File: config.mk
export PLATFORM = sky130hd
export DESIGN_NAME = sr_cmd_sequencer
export DESIGN_NICKNAME = d
export VERILOG_FILES = /design/src/rtl/sr_seq_pkg.sv /design/src/rtl/sr_cmd_sequencer.sv
export SDC_FILE = /design/constraint.sdc
export NUM_CORES = 1
export LEC_CHECK = 0
export CORE_MARGIN = 5
export CORE_UTILIZATION = 55
export DETAILED_ROUTE_END_ITERATION = 6
export DONT_BUFFER_PORTS = 1
export HOLD_SLACK_MARGIN = 0.02
export PLACE_DENSITY = 0.84
export SLEW_MARGIN = 10
export SYNTH_ARGS = -nofsm -noshare
export SYNTH_HDL_FRONTEND = slang
export SYNTH_SLANG_ARGS = --single-unit
File: constraint.sdc
create_clock -name clk -period 1.45 [get_ports clk]
set_input_delay 0.29 -clock clk [delete_from_list [all_inputs] [get_ports clk]]
set_output_delay 0.29 -clock clk [all_outputs]
set_load 0.01 [all_outputs]
File: src/rtl/sr_seq_pkg.sv
// Shared encodings and pure helper functions for the SR command sequencer.
// Functions work at the maximum supported width; callers zero-extend and truncate.
package sr_seq_pkg;

    localparam int unsigned MaxWidth = 32;

    typedef enum logic [1:0] {
        OP_HOLD   = 2'b00,
        OP_CLEAR  = 2'b01,
        OP_SET    = 2'b10,
        OP_TOGGLE = 2'b11
    } op_e;

    typedef enum logic [1:0] {
        StIdle  = 2'b00,
        StDrive = 2'b01,
        StCheck = 2'b10,
        StError = 2'b11
    } state_e;

    typedef struct packed {
        logic [MaxWidth-1:0] s;
        logic [MaxWidth-1:0] r;
    } excite_t;

    function automatic logic [MaxWidth-1:0] f_expected(input op_e                 op,
                                                       input logic [MaxWidth-1:0] q,
                                                       input logic [MaxWidth-1:0] mask);
        logic [MaxWidth-1:0] res;
        unique case (op)
            OP_CLEAR:  res = q & ~mask;
            OP_SET:    res = q | mask;
            OP_TOGGLE: res = q ^ mask;
            default:   res = q;
        endcase
        return res;
    endfunction

    // Only bits that must change get a pulse, so S and R are never both set.
    function automatic excite_t f_excite(input logic [MaxWidth-1:0] exp_v,
                                         input logic [MaxWidth-1:0] q,
                                         input logic [MaxWidth-1:0] mask);
        excite_t ex;
        ex.s = mask & exp_v & ~q;
        ex.r = mask & ~exp_v & q;
        return ex;
    endfunction

endpackage

File: src/rtl/sr_cmd_sequencer.sv
// Drives a bank of SR flip-flops from set/clear/toggle/hold commands, verifies the
// resulting Q, retries a bounded number of times and latches a sticky error.
module sr_cmd_sequencer
    import sr_seq_pkg::*;
#(
    parameter int unsigned WIDTH     = 4,
    parameter int unsigned MAX_RETRY = 2
) (
    input  logic             clk,
    input  logic             rst_n,
    input  logic             req_valid,
    output logic             req_ready,
    input  logic [1:0]       req_op,
    input  logic [WIDTH-1:0] req_mask,
    input  logic [WIDTH-1:0] q_in,
    output logic [WIDTH-1:0] s_out,
    output logic [WIDTH-1:0] r_out,
    output logic             done,
    output logic             err,
    input  logic             err_clr,
    output logic             busy
);

    state_e           state_q, state_d;
    logic [WIDTH-1:0] exp_q, exp_d;
    logic [WIDTH-1:0] mask_q, mask_d;
    logic [WIDTH-1:0] s_q, s_d;
    logic [WIDTH-1:0] r_q, r_d;
    logic             done_q, done_d;
    logic [2:0]       retry_q, retry_d;

    logic [WIDTH-1:0] acc_exp;
    excite_t          acc_ex;
    excite_t          chk_ex;
    logic             chk_match;

    assign acc_exp = WIDTH'(f_expected(op_e'(req_op), MaxWidth'(q_in), MaxWidth'(req_mask)));
    assign acc_ex  = f_excite(MaxWidth'(acc_exp), MaxWidth'(q_in), MaxWidth'(req_mask));
    // Retries re-excite against the live Q, so only still-wrong bits are pulsed.
    assign chk_ex    = f_excite(MaxWidth'(exp_q), MaxWidth'(q_in), MaxWidth'(mask_q));
    assign chk_match = ((q_in ^ exp_q) & mask_q) == '0;

    always_comb begin
        state_d = state_q;
        exp_d   = exp_q;
        mask_d  = mask_q;
        s_d     = '0;
        r_d     = '0;
        done_d  = 1'b0;
        retry_d = retry_q;
        unique case (state_q)
            StIdle: begin
                if (req_valid) begin
                    exp_d   = acc_exp;
                    mask_d  = req_mask;
                    s_d     = WIDTH'(acc_ex.s);
                    r_d     = WIDTH'(acc_ex.r);
                    retry_d = 3'd0;
                    state_d = StDrive;
                end
            end
            StDrive: begin
                state_d = StCheck;
            end
            StCheck: begin
                if (chk_match) begin
                    done_d  = 1'b1;
                    state_d = StIdle;
                end else if (retry_q < 3'(MAX_RETRY)) begin
                    retry_d = retry_q + 3'd1;
                    s_d     = WIDTH'(chk_ex.s);
                    r_d     = WIDTH'(chk_ex.r);
                    state_d = StDrive;
                end else begin
                    state_d = StError;
                end
            end
            StError: begin
                if (err_clr) begin
                    state_d = StIdle;
                end
            end
            default: state_d = StIdle;
        endcase
    end

    always_ff @(posedge clk or negedge rst_n) begin
        if (!rst_n) begin
            state_q <= StIdle;
            exp_q   <= '0;
            mask_q  <= '0;
            s_q     <= '0;
            r_q     <= '0;
            done_q  <= 1'b0;
            retry_q <= 3'd0;
        end else begin
            state_q <= state_d;
            exp_q   <= exp_d;
            mask_q  <= mask_d;
            s_q     <= s_d;
            r_q     <= r_d;
            done_q  <= done_d;
            retry_q <= retry_d;
        end
    end

    assign req_ready = (state_q == StIdle);
    assign busy      = (state_q == StDrive) || (state_q == StCheck);
    assign err       = (state_q == StError);
    assign s_out     = s_q;
    assign r_out     = r_q;
    assign done      = done_q;

endmodule

==> metrics.txt <==
vias in the first global route=1398; TritonCTS clock tree=built; warning count from the yosys run=0; CTS sink cnt=22; hold depth=1; setup TNS=-0.1948 ns; crit share post-route=103.4%; Synth Net Count=187; Boundary Pins=26; Final Util=78.93%; H-Tree Level Count=1; Skew-Pair Late Insertion Delay=0.31 ns; Logic pwr share=59.7%; Detailed Routing Iterations Pass 1=4; post-synthesis sequential area ratio=37.67%; fillers=155; Flop pwr share=30.0%; Hold Vio Cnt, Final=0; buffers added on ports=0; Avg Vias per Cell=6.023; Hold Path End=r_out[3]; Clk pwr share=10.3%; Switching Power=0.001382 W; Reg-to-Reg Start=exp_q[1]; Starting Density=58.46%; CTS Buf Count=3; Die ar.=0.003788 sq mm; worst-margin pin slew=0.9838 ns; Die Y=61.55 um; Worst EP required=1.70 ns; Worst Slack Setup Final=-0.04913 ns; final setup fails=8; drt total wl=3923 um; number of synthesized register bits=22; total grt overflow=0; Worst Setup Start Kind=register; Die Span X=61.55 um; layout cells sized above 1=35.26%; reg2reg path depth=5; Max Slew Vio Count=0; RR Endpoint=retry_q[0]; status=complete, but fails checks; largest net degree at the start of global routing=23; crit-path max FO=6; RSZ-0062 raised after global routing=yes; VDD IR-drop max=0.001392 V; Avg Cell Area, Syn=9.077 sq um; Final #Nets=217; # DRC=0; Max-Cap Viols=0; Final ANT Viol Nets=0; pre-CTS WS=-0.2377 ns; gp weighted congestion=0.8264; worst min-delay path startpoint=q_in[3]; Cells after Synth=161; failing checks=setup timing; initial antenna violation count=0; Static Leak=0.8941 nW; pwr/cell area=1694 mW/mm^2; cell area after synthesis=0.001461 sq mm; antenna cell count=0; Critical Path Source=exp_q[1]; Unique masters post-synth=37; CP Class=register to register; total power=0.003342 W; Worst slew margin=34.42%; Root Buffer=clkbuf_4; Data arrival, critical path=1.75 ns; skew final=0.001475 ns; Core ar.=0.002500 sq mm; worst reg2reg setup slack=-0.05 ns; area grow syn2layout=35.02%; Internal Power=0.001960 W; minimum clock period=1.499 ns; Reg clk slew, reported paths=0.12 ns; Max Freq=0.6671 GHz; clock tree buffer depth=2; Avg WL per Cell=17.83 um; global-route usage over all layers=22.29%; Critical Path Sink Type=register; DR vias=1325; initial drt markers=63; first-pass GRT wire length=6258 um; switching share of power=41.36%; worst min path class=input port to register; hpwl dp=2628 um; row count=18
## worst max-delay path by stage
stage,to
2_1_floorplan,r_out[1]
3_3_place_gp,r_out[1]
3_5_place_dp,r_out[1]
4_1_cts,retry_q[0]
5_1_grt,retry_q[0]
6_report,retry_q[0]
## state kept, by name (all words and copies together), names as in the netlist
signal / count
retry_q: 3
state_q: 2
done: 1
r_out: 4
mask_q: 4
exp_q: 4
s_out: 4
## layout by cell type (no fill, tap or decap), drive strengths merged, types with 3 or more instances in the layout
cell type | synthesis | routed
nand2 | 23 | 23
o21ai | 9 | 9
o21a | 3 | 3
a21oi | 10 | 10
mux4 | 3 | 3
ha | 12 | 12
dfrtp | 22 | 22
inv | 16 | 16
buf | 5 | 27
clkbuf | 2 | 4
xor2 | 4 | 4
nand3 | 7 | 7
nor2b | 6 | 6
dlygate4sd3 | 0 | 4
o2111ai | 5 | 5
nor3b | 5 | 5
nor2 | 6 | 6
## area by class of cell
type	instances	area [sq um]	share of cell area, %
clock buffer	4	36.28	1.839
inverter	17	85.08	4.312
multi-input combinational	115	972.2	49.27
sequential	22	551.8	27.96
tap	30	37.54	1.902
timing repair buffer	32	290.3	14.71
## layer usage
| metal | part of all wire [%] | vias to the layer above | global-route usage [%] |
|---|---|---|---|
| li1 | - | 618 | - |
| met1 | 39 | 650 | 26.05 |
| met2 | 54 | 53 | 41.11 |
| met3 | 6.4 | 4 | 2.516 |
| met4 | 1.1 | 0 | 8.788 |
| met5 | 0 | - | 0 |
## power by group through the flow
| stage | clock, W | sequential, W | combinational (W) |
|---|---|---|---|
| 6_report | 0.000344 | 0.00100 | 0.00199 |
| 5_1_grt | 0.000369 | 0.00103 | 0.00215 |
| 4_1_cts | 0.000350 | 0.000978 | 0.00181 |
| 3_5_place_dp | 0 | 0.000983 | 0.00149 |
| 3_3_place_gp | 0 | 0.000967 | 0.00142 |
| 2_1_floorplan | 0 | 0.000959 | 0.000934 |
## critical path: stages (launching register included)
cell and delay [ns]:
dfrtp_1 0.41, xor2_1 0.17, a22o_2 0.30, buf_4 0.17
o31a_1 0.29, nand3_1 0.09
## cells in the mapped netlist (all sizes together)
cell type	count	share of area (%)
o32a	1	0.68
or2	1	0.43
nor3b	5	2.6
nand2	23	5.9
a221oi	1	0.60
nor3	2	0.68
nand3b	1	0.51
a22o	2	1.2
o31a	1	0.60
a21o	1	0.51
a211oi	2	1.4
a31o	1	0.60
o21ai	9	3.1
dfrtp	22	38
inv	16	4.1
or3	1	0.43
o21a	3	1.5
nor2	6	1.5
a21oi	10	3.4
nor4	1	0.43
mux2i	1	0.68
and2	2	0.86
or3b	2	1.2
clkbuf	2	0.51
o311ai	1	0.60
clkinv	1	0.26
mux4	3	4.6
buf	5	2.2
o2111ai	5	3.0
xor2	4	2.4
o211ai	1	0.51
nand3	7	2.4
ha	12	10
nor2b	6	2.6
## kinds of logic (layout without fill, tap and decap cells)
| family | count (synthesis) | count (layout) | synth area share, % |
|---|---|---|---|
| AND/OR/NAND/NOR | 57 | 57 | 19.52 |
| XOR/XNOR | 4 | 4 | 2.397 |
| adder cells (fa/ha/maj) | 12 | 12 | 10.27 |
| multiplexers | 4 | 4 | 5.308 |
| AO/OA/AOI/OAI | 38 | 38 | 17.72 |
| flip-flops | 22 | 22 | 37.67 |
| buffers and inverters | 24 | 53 | 7.106 |
## timing repair
action,in CTS,in global routing
pin swaps,8,13
setup buffers,5,0
resized for setup,17,21
endpoints found under the setup margin,15,16
hold buffers,3,2
hold endpoints to repair,24,2
## per-stage QoR
stage	cells	hold WS (ns)	cell area, sq um
floorplan	161	-0.005591	1511
global placement	207	-0.005061	1693
detailed placement	207	-0.004755	1693
CTS	219	0.02072	1883
global route	220	0.07483	1973
finish	220	0.09109	1973
No activity file was read; power rests on OpenSTA's default activity.
